--- src/rtl/dff_deser_if.sv ---
`default_nettype none
// ---------------------------------------------------------------------------
// dff_deser_if : serial-in / word-out bus for the dff_deser deserializer
// Revision     : 1.0
// ---------------------------------------------------------------------------
interface dff_deser_if #(
  parameter int WIDTH = 8
);
  localparam int c_CNT_W = $clog2(WIDTH);

  logic               din;
  logic               din_valid;
  logic               sync;
  logic               out_ready;
  logic [WIDTH-1:0]   out_data;
  logic               out_valid;
  logic [c_CNT_W-1:0] bit_cnt;
  logic               overflow;
  logic [7:0]         drop_cnt;

  modport master (
    output din, din_valid, sync, out_ready,
    input  out_data, out_valid, bit_cnt, overflow, drop_cnt
  );

  modport slave (
    input  din, din_valid, sync, out_ready,
    output out_data, out_valid, bit_cnt, overflow, drop_cnt
  );
endinterface
`default_nettype wire

--- src/rtl/dff_deser.sv ---
`default_nettype none
// ---------------------------------------------------------------------------
// dff_deser : serial-to-parallel deserializer with a one-word output holding
//             register, frame resync and a saturating dropped-word counter
// Revision  : 1.0
// ---------------------------------------------------------------------------
module dff_deser #(
  parameter int WIDTH     = 8,
  parameter bit MSB_FIRST = 1'b1
) (
  input  logic        clk,
  input  logic        rst,
  dff_deser_if.slave  bus
);
  localparam int                 c_CNT_W = $clog2(WIDTH);
  localparam logic [c_CNT_W-1:0] c_LAST  = c_CNT_W'(WIDTH - 1);
  localparam logic [c_CNT_W-1:0] c_ONE   = c_CNT_W'(1);

  typedef enum logic [0:0] {
    EMPTY = 1'b0,
    FULL  = 1'b1
  } state_t;

  state_t             r_state;
  logic [WIDTH-1:0]   r_shift;
  logic [WIDTH-1:0]   r_out_data;
  logic [c_CNT_W-1:0] r_bit_cnt;
  logic               r_overflow;
  logic [7:0]         r_drop_cnt;

  logic [WIDTH-1:0]   w_shifted;
  logic               w_complete;

  generate
    if (MSB_FIRST) begin : g_msb_first
      assign w_shifted = {r_shift[WIDTH-2:0], bus.din};
    end else begin : g_lsb_first
      assign w_shifted = {bus.din, r_shift[WIDTH-1:1]};
    end
  endgenerate

  // sync outranks a coincident final bit, so it suppresses completion
  assign w_complete = bus.din_valid && !bus.sync && (r_bit_cnt == c_LAST);

  always_ff @(posedge clk or negedge rst) begin
    if (!rst) begin
      r_state    <= EMPTY;
      r_shift    <= '0;
      r_out_data <= '0;
      r_bit_cnt  <= '0;
      r_overflow <= 1'b0;
      r_drop_cnt <= 8'd0;
    end else begin
      r_overflow <= 1'b0;

      if (bus.sync) begin
        r_shift   <= '0;
        r_bit_cnt <= '0;
      end else if (bus.din_valid) begin
        if (w_complete) begin
          r_shift   <= '0;
          r_bit_cnt <= '0;
        end else begin
          r_shift   <= w_shifted;
          r_bit_cnt <= r_bit_cnt + c_ONE;
        end
      end

      case (r_state)
        EMPTY: begin
          if (w_complete) begin
            r_out_data <= w_shifted;
            r_state    <= FULL;
          end
        end
        FULL: begin
          if (bus.out_ready) begin
            if (w_complete) begin
              r_out_data <= w_shifted;
            end else begin
              r_state <= EMPTY;
            end
          end else if (w_complete) begin
            // held word wins; the new one is lost and counted
            r_overflow <= 1'b1;
            if (r_drop_cnt != 8'hFF) begin
              r_drop_cnt <= r_drop_cnt + 8'd1;
            end
          end
        end
        default: r_state <= EMPTY;
      endcase
    end
  end

  assign bus.out_data  = r_out_data;
  assign bus.out_valid = (r_state == FULL);
  assign bus.bit_cnt   = r_bit_cnt;
  assign bus.overflow  = r_overflow;
  assign bus.drop_cnt  = r_drop_cnt;
endmodule
`default_nettype wire

--- src/flat_wrapper.sv ---
// flat-port wrapper written by rule: the top's interface ports become plain ports
module dff_deser_flat 
#(
  parameter int WIDTH     = 8,
  parameter bit MSB_FIRST = 1'b1
)
  (clk, rst, bus_din, bus_din_valid, bus_sync, bus_out_ready, bus_out_data, bus_out_valid, bus_bit_cnt, bus_overflow, bus_drop_cnt);
  dff_deser_if #(.WIDTH(WIDTH)) bus_i ();
  input  logic clk;
  input  logic rst;
  input wire logic [$bits(bus_i.din)-1:0] bus_din;
  input wire logic [$bits(bus_i.din_valid)-1:0] bus_din_valid;
  input wire logic [$bits(bus_i.sync)-1:0] bus_sync;
  input wire logic [$bits(bus_i.out_ready)-1:0] bus_out_ready;
  output wire logic [$bits(bus_i.out_data)-1:0] bus_out_data;
  output wire logic [$bits(bus_i.out_valid)-1:0] bus_out_valid;
  output wire logic [$bits(bus_i.bit_cnt)-1:0] bus_bit_cnt;
  output wire logic [$bits(bus_i.overflow)-1:0] bus_overflow;
  output wire logic [$bits(bus_i.drop_cnt)-1:0] bus_drop_cnt;
  assign bus_i.din = bus_din;
  assign bus_i.din_valid = bus_din_valid;
  assign bus_i.sync = bus_sync;
  assign bus_i.out_ready = bus_out_ready;
  assign bus_out_data = bus_i.out_data;
  assign bus_out_valid = bus_i.out_valid;
  assign bus_bit_cnt = bus_i.bit_cnt;
  assign bus_overflow = bus_i.overflow;
  assign bus_drop_cnt = bus_i.drop_cnt;
  dff_deser #(.WIDTH(WIDTH), .MSB_FIRST(MSB_FIRST)) u_core (.clk(clk), .rst(rst), .bus(bus_i));
endmodule
--- config.mk ---
export PLATFORM = sky130hd
export DESIGN_NAME = dff_deser_flat
export DESIGN_NICKNAME = d
export VERILOG_FILES = /design/src/rtl/dff_deser_if.sv /design/src/rtl/dff_deser.sv /design/src/flat_wrapper.sv
export SDC_FILE = /design/constraint.sdc
export NUM_CORES = 1
export LEC_CHECK = 0
export ABC_CLOCK_PERIOD_IN_PS = 3100
export BUFFER_PORTS_ARGS = -buffer_cell sky130_fd_sc_hd__buf_2
export CORE_MARGIN = 2
export CORE_UTILIZATION = 56
export CTS_CLUSTER_DIAMETER = 80
export DETAILED_ROUTE_END_ITERATION = 7
export PLACE_DENSITY = 0.91
export SLEW_MARGIN = 20
export SYNTH_ARGS = -nofsm -noshare
export SYNTH_HDL_FRONTEND = slang
export SYNTH_SLANG_ARGS = --single-unit
--- constraint.sdc ---
create_clock -name clk -period 3.1 [get_ports clk]
set_clock_uncertainty 0.15 [all_clocks]
set_input_delay 0 -clock clk [delete_from_list [all_inputs] [get_ports clk]]
set_output_delay 0 -clock clk [all_outputs]
set_load 0.005 [all_outputs]
## Yosys cells after proc, flatten, opt, wreduce, memory -nomap -nowiden

Cells that the tools add are included.

- Flip-flop bits (word level): 28
- Bits of input ports: 6
- Output and inout port bits: 21
- Word-level logic and storage cells: 32

- $add $sub $neg: 2
- Equal/unequal tests: 3
- Mux-type cells: 14
- Bitwise gates (word level): 2
- Reductions and logical operators: 5

Operators with widths:

| kind | number |
|---|---|
| $mux 7 | 3 |
| $mux 8 | 2 |
| $pmux 8 s2 | 1 |
| $mux 3 | 3 |
| $add 8x1->8 const B | 1 |
| $ne 8x8->1 const B | 1 |
| $mux 1 | 4 |
| $reduce_and 4->1 | 1 |
| $add 3x1->3 const B | 1 |
| $eq 3x3->1 const B | 1 |
| $logic_and 1x1->1 | 2 |
| $ne 2x2->1 const B | 1 |
| $not 1->1 | 2 |
| $pmux 1 s2 | 1 |
| $reduce_bool 2->1 | 1 |
| $logic_not 1->1 | 1 |

## Depth between registers and ports, before layout

- Depth after elaboration: 6
- Depth in mapped cells: 6
- Gate-level depth less buffers: 5

## Worst setup path before layout

Ideal clock, no wire load.

- Path kind: register to register
- Start: reg u_core.r_drop_cnt[0] (netlist: u_core.bus.drop_cnt[0])
- End: reg u_core.r_drop_cnt[1] (netlist: u_core.bus.drop_cnt[1])
- Setup time: 0.128 ns
- Arrival: 1.519 ns
- Required time: 2.822 ns
- Path slack: 1.304 ns
- Stages on the path, launching flop included: 5
- Buffers on the path: 0
- Period minus slack after synthesis: 1.796 ns
- Cells stage by stage: dfrtp_1 ha_1 and4_1 a211oi_4 mux2_1

- Cells in the longest elaborated chain, start to end: 2
- Elaborated cells on any way between the ends: 3
- Classes of those cells: add/sub (1); eq/ne (1); reduce/logical (1)

Ends and longest elaborated chain:

| what | RTL line | RTL |
|---|---|---|
| start: declaration | dff_deser.sv:29 | `logic [7:0] r_drop_cnt;` |
| start signal: assignment | dff_deser.sv:87 | `r_drop_cnt <= r_drop_cnt + 8'd1;` |
| branches (longest 2 deep; another with $add 8x1->8) | n/a |  |

Parallel ways; which one is timed is not known.
A chain may end at the register's enable or synchronous reset.

## Worst setup path after layout

Same ends and word-level chain as after synthesis.

==> metrics.md <==
| Metric | Value |
|---|---|
| Run status | completed |
| Grt ovf | 0 |
| Worst relative slew slack | 0.5932 |
| Setup Crit Path Kind | reg -> reg |
| Bufs and invs on worst path | 0 |
| Fraction of layout cells with a size suffix above 1 | 0.2612 |
| Tightest Hold Check Type | in -> async |
| Final routed wire length divided by cell count | between 15 and 20 um |
| Count of antenna-violating nets left after detailed routing | 0 |
| First-pass iteration count of the detailed router | 4 |
| Netlist cell types | 30 |
| Area of the die | ~0.0027 mm^2 |
| Area added between synthesis and finish | 20.16% |
| Final period utilization | 0.6176 |
| CP Data Arrival Time | ~2000 ps |
| Place WS | approximately 1200 ps |
| Synthesized area divided by synthesized cell count | between 10 and 15 um^2 |
| Post-synthesis adder-cell area fraction | 0.02964 |
| Highest ir drop seen on vdd | approximately 0.0003 V |
| Buffers from clock root to sink, at most | 2 |
| Static power due to leakage | between 0.8 and 0.9 nW |
| Number of ports placed on the die boundary | 27 |
| Endpoints failing setup | 0 |
| XOR/XNOR Fraction of Synth Area | 0.006917 |
| Fin nets | ~140 |
| Standard cell core area | between 0.002 and 0.0025 mm^2 |
| Detailed-placement wirelength estimate | 1.727 mm |
| Final hold viol count | 0 |
| Global-route usage over all layers | 0.2100 |
| Initial standard-cell utilization of the core | 0.5836 |
| Final worst path period need | ~1900 ps |
| Total number of vias | 912 |
| Worst Slack Setup Final | between 1000 and 1500 ps |
| Setup slack of the worst register-to-register path | approximately 1200 ps |
| Yosys warnings | 0 |
| ANT cells | 0 |
| Final Routed Wirelength | 2.434 mm |
| Number of register bits inferred by synthesis | 28 |
| Cell chosen for the clock root | sky130_fd_sc_hd__clkbuf_4 |
| Initial DRC count | 10 |
| Number of CTS-inserted buffers | 3 |
| Total setup buffers inserted after CTS | 0 |
| Mux cell area share after synthesis | 0.1304 |
| RSZ-0062 raised after global routing | false |
| Count of max-cap constraint violations | 0 |
| CTS tree | yes |
| Final weighted congestion in routability-driven placement | around 0.87 |
| First-pass GRT wire length | a little over 4 mm |
| Post-detailed-placement cell area | 0.001419 mm^2 |
| Die Y-Extent | between 50 and 60 um |
| Maximum number of pins on one net before global-route repair | 29 |
| Number of filler cells placed in the layout | between 150 and 200 |
| Kind of end point of the critical path | flop |
| Clk sinks | 28 |
| Largest fanout on the critical path | 5 |
| Main combinational cell family by area after synthesis | simple AND/OR/NAND/NOR gates |
| X dimension of the die | 51.55 um |
| Pwr/cell area | between 400 and 500 mW/mm^2 |
| Insertion delay of the later-clocked pin in the worst-skew pair | 330 ps |
| CP max stage cell | sky130_fd_sc_hd__dfrtp_1 |
| Worst-Margin Slew | 608.9 ps |
| List of cells traversed by the critical path | ha_1, and4_1, a211oi_4, mux2_1 |
| Complex-gate fraction of the synthesized area | 0.09585 |
| Input/output buffers | 26 |
| CP Data Required Time | about 3200 ps |
| Highest attainable clock frequency | about 520 MHz |
| Cell class contributing the biggest share of worst-path delay | flip-flops |
| Via count of the first global-routing pass | 964 |
| Max-slew violations | 0 |
| Fin Setup TNS | 0 ps |
| Number of cell rows | 17 |
| Average via count per standard cell | between 5 and 6 |
| Proportion of synthesized chip area in sequential cells | 0.5534 |
| Gates resized, CTS repair | 0 |
| Count of mapped cells out of synthesis | 102 |
| Clock transition at the register clock pins on the worst setup and hold paths after CTS | approximately 140 ps |
| Kind of start point of the critical path | flop |
| Design Area, Final | 0.001521 mm^2 |
| Synthesized net count | between 100 and 150 |
| Area fraction in and, or, nand and nor cells after synthesis | 0.1650 |
| Maximum level of the CTS H-tree | 1 |
| Syn Std Cell Area | ~0.0013 mm^2 |
| Delay of the slowest cell on the worst path | about 470 ps |
| Quantity of hold-fixing buffers added after cts | 5 |
| Number of antenna violations at the first check in global routing | 0 |
| Residual DRC count | 0 |
path summary, 6_finish.rpt:
path / startpoint / end / depth (start not counted)
setup / recovery: u_core.bus.drop_cnt[0]$_DFFE_PN0P_ / u_core.bus.drop_cnt[1]$_DFFE_PN0P_ / 4
hold / removal: rst / u_core.bus.drop_cnt[6]$_DFFE_PN0P_ / 2
setup reg to reg: u_core.bus.drop_cnt[0]$_DFFE_PN0P_ / u_core.bus.drop_cnt[1]$_DFFE_PN0P_ / 4
hold reg to reg: u_core.bus.out_data[1]$_DFFE_PN0P_ / u_core.bus.out_data[1]$_DFFE_PN0P_ / 1
max in group asynchronous: rst / u_core.bus.bit_cnt[2]$_DFFE_PN0P_ / 2
min in group clk: bus_din / u_core.bus.out_data[0]$_DFFE_PN0P_ / 3
power by group:
| group | switching [mW] | internal (mW) | leakage [nW] | total (mW) |
|---|---|---|---|---|
| registers | 0.00297 | 0.369 | 0.378 | 0.372 |
| logic | 0.0195 | 0.0136 | 0.407 | 0.0331 |
| clock network | 0.106 | 0.131 | 0.0279 | 0.237 |
cell usage after synthesis, drive strengths merged:
cell / n / area, um^2
nand3b: 1 / 20.02
xor2: 1 / 8.760
nand2: 5 / 18.77
buf: 1 / 5.000
inv: 2 / 7.510
nor4: 4 / 37.53
clkinv: 1 / 3.750
a22oi: 8 / 60.06
ha: 3 / 37.54
and3b: 1 / 8.760
a21oi: 1 / 5.000
mux2i: 3 / 30.03
nor2: 12 / 52.55
dfrtp: 28 / 700.7
and3: 1 / 6.260
a21boi: 1 / 7.510
nand4: 1 / 6.260
nand3: 2 / 10.01
o31ai: 1 / 7.510
mux2: 12 / 135.1
a2111oi: 1 / 8.760
nand2b: 3 / 18.77
nor2b: 2 / 12.51
a211oi: 1 / 20.02
clkbuf: 2 / 7.510
nand4b: 1 / 8.760
and4: 1 / 8.760
a31oi: 2 / 12.51
kinds of logic after synthesis:
family | count (synthesis)
muxes | 15
AOI/OAI and AO/OA | 15
adders and majority gates | 3
xor gates and xnor gates | 1
buffers and inverters | 6
and+or+nand+nor | 34
DFF | 28
metal layers:
layer	track usage	routed length [um]	part of all wire	vias to the layer above
met1	0.2237	1004	0.41	445
met2	0.3846	1260	0.52	25
met3	0.04023	107	0.044	7
met5	0	0	0	-
li1	-	-	-	435
met4	0.1184	62	0.025	0
final cells by class:
type                    instances  area [um^2]  area share
flip-flops and latches         28        700.7      0.4605
clock inverters                 1        30.03     0.01974
well taps                      28        35.03     0.02303
multi-input cells              68        541.8      0.3561
inverters                       3        11.26    0.007401
clock buffers                   3        22.52     0.01480
repair buffers                 31        180.2      0.1184
stage by stage:
step	util	cells	power, mW	hold slack (ps)
final	0.7013	162	0.6417	38.79
after global routing	0.7013	162	0.6634	97.10
after CTS	0.7013	162	0.6471	60.52
after detailed placement	0.6540	153	0.4078	-103.5
after floorplan	-	102	0.3904	-445.6
after global placement	0.6540	153	0.4057	-115.0
state kept, by name, summed over array words and instances (netlist names):
register              flops
u_core.bus.drop_cnt       8
u_core.bus.out_data       8
u_core.r_shift            7
u_core.bus.bit_cnt        3
u_core.bus.out_valid      1
u_core.bus.overflow       1
layout by cell type, fill, tap and decap left out, types with 2 or more instances in the layout:
cell,synthesis,final
sky130_fd_sc_hd__a22oi_1,8,8
sky130_fd_sc_hd__a31oi_1,2,2
sky130_fd_sc_hd__buf_2,1,26
sky130_fd_sc_hd__clkbuf_4,0,3
sky130_fd_sc_hd__dfrtp_1,28,28
sky130_fd_sc_hd__dlygate4sd3_1,0,5
sky130_fd_sc_hd__ha_1,3,3
sky130_fd_sc_hd__inv_1,2,2
sky130_fd_sc_hd__mux2_1,12,12
sky130_fd_sc_hd__mux2i_1,3,3
sky130_fd_sc_hd__nand2_1,5,5
sky130_fd_sc_hd__nand2b_1,3,3
sky130_fd_sc_hd__nand3_1,2,2
sky130_fd_sc_hd__nor2_1,11,11
sky130_fd_sc_hd__nor2b_1,2,2
sky130_fd_sc_hd__nor4_1,2,2
sky130_fd_sc_hd__nor4_2,2,2
Note: power is estimated with default switching activity, not from simulation.
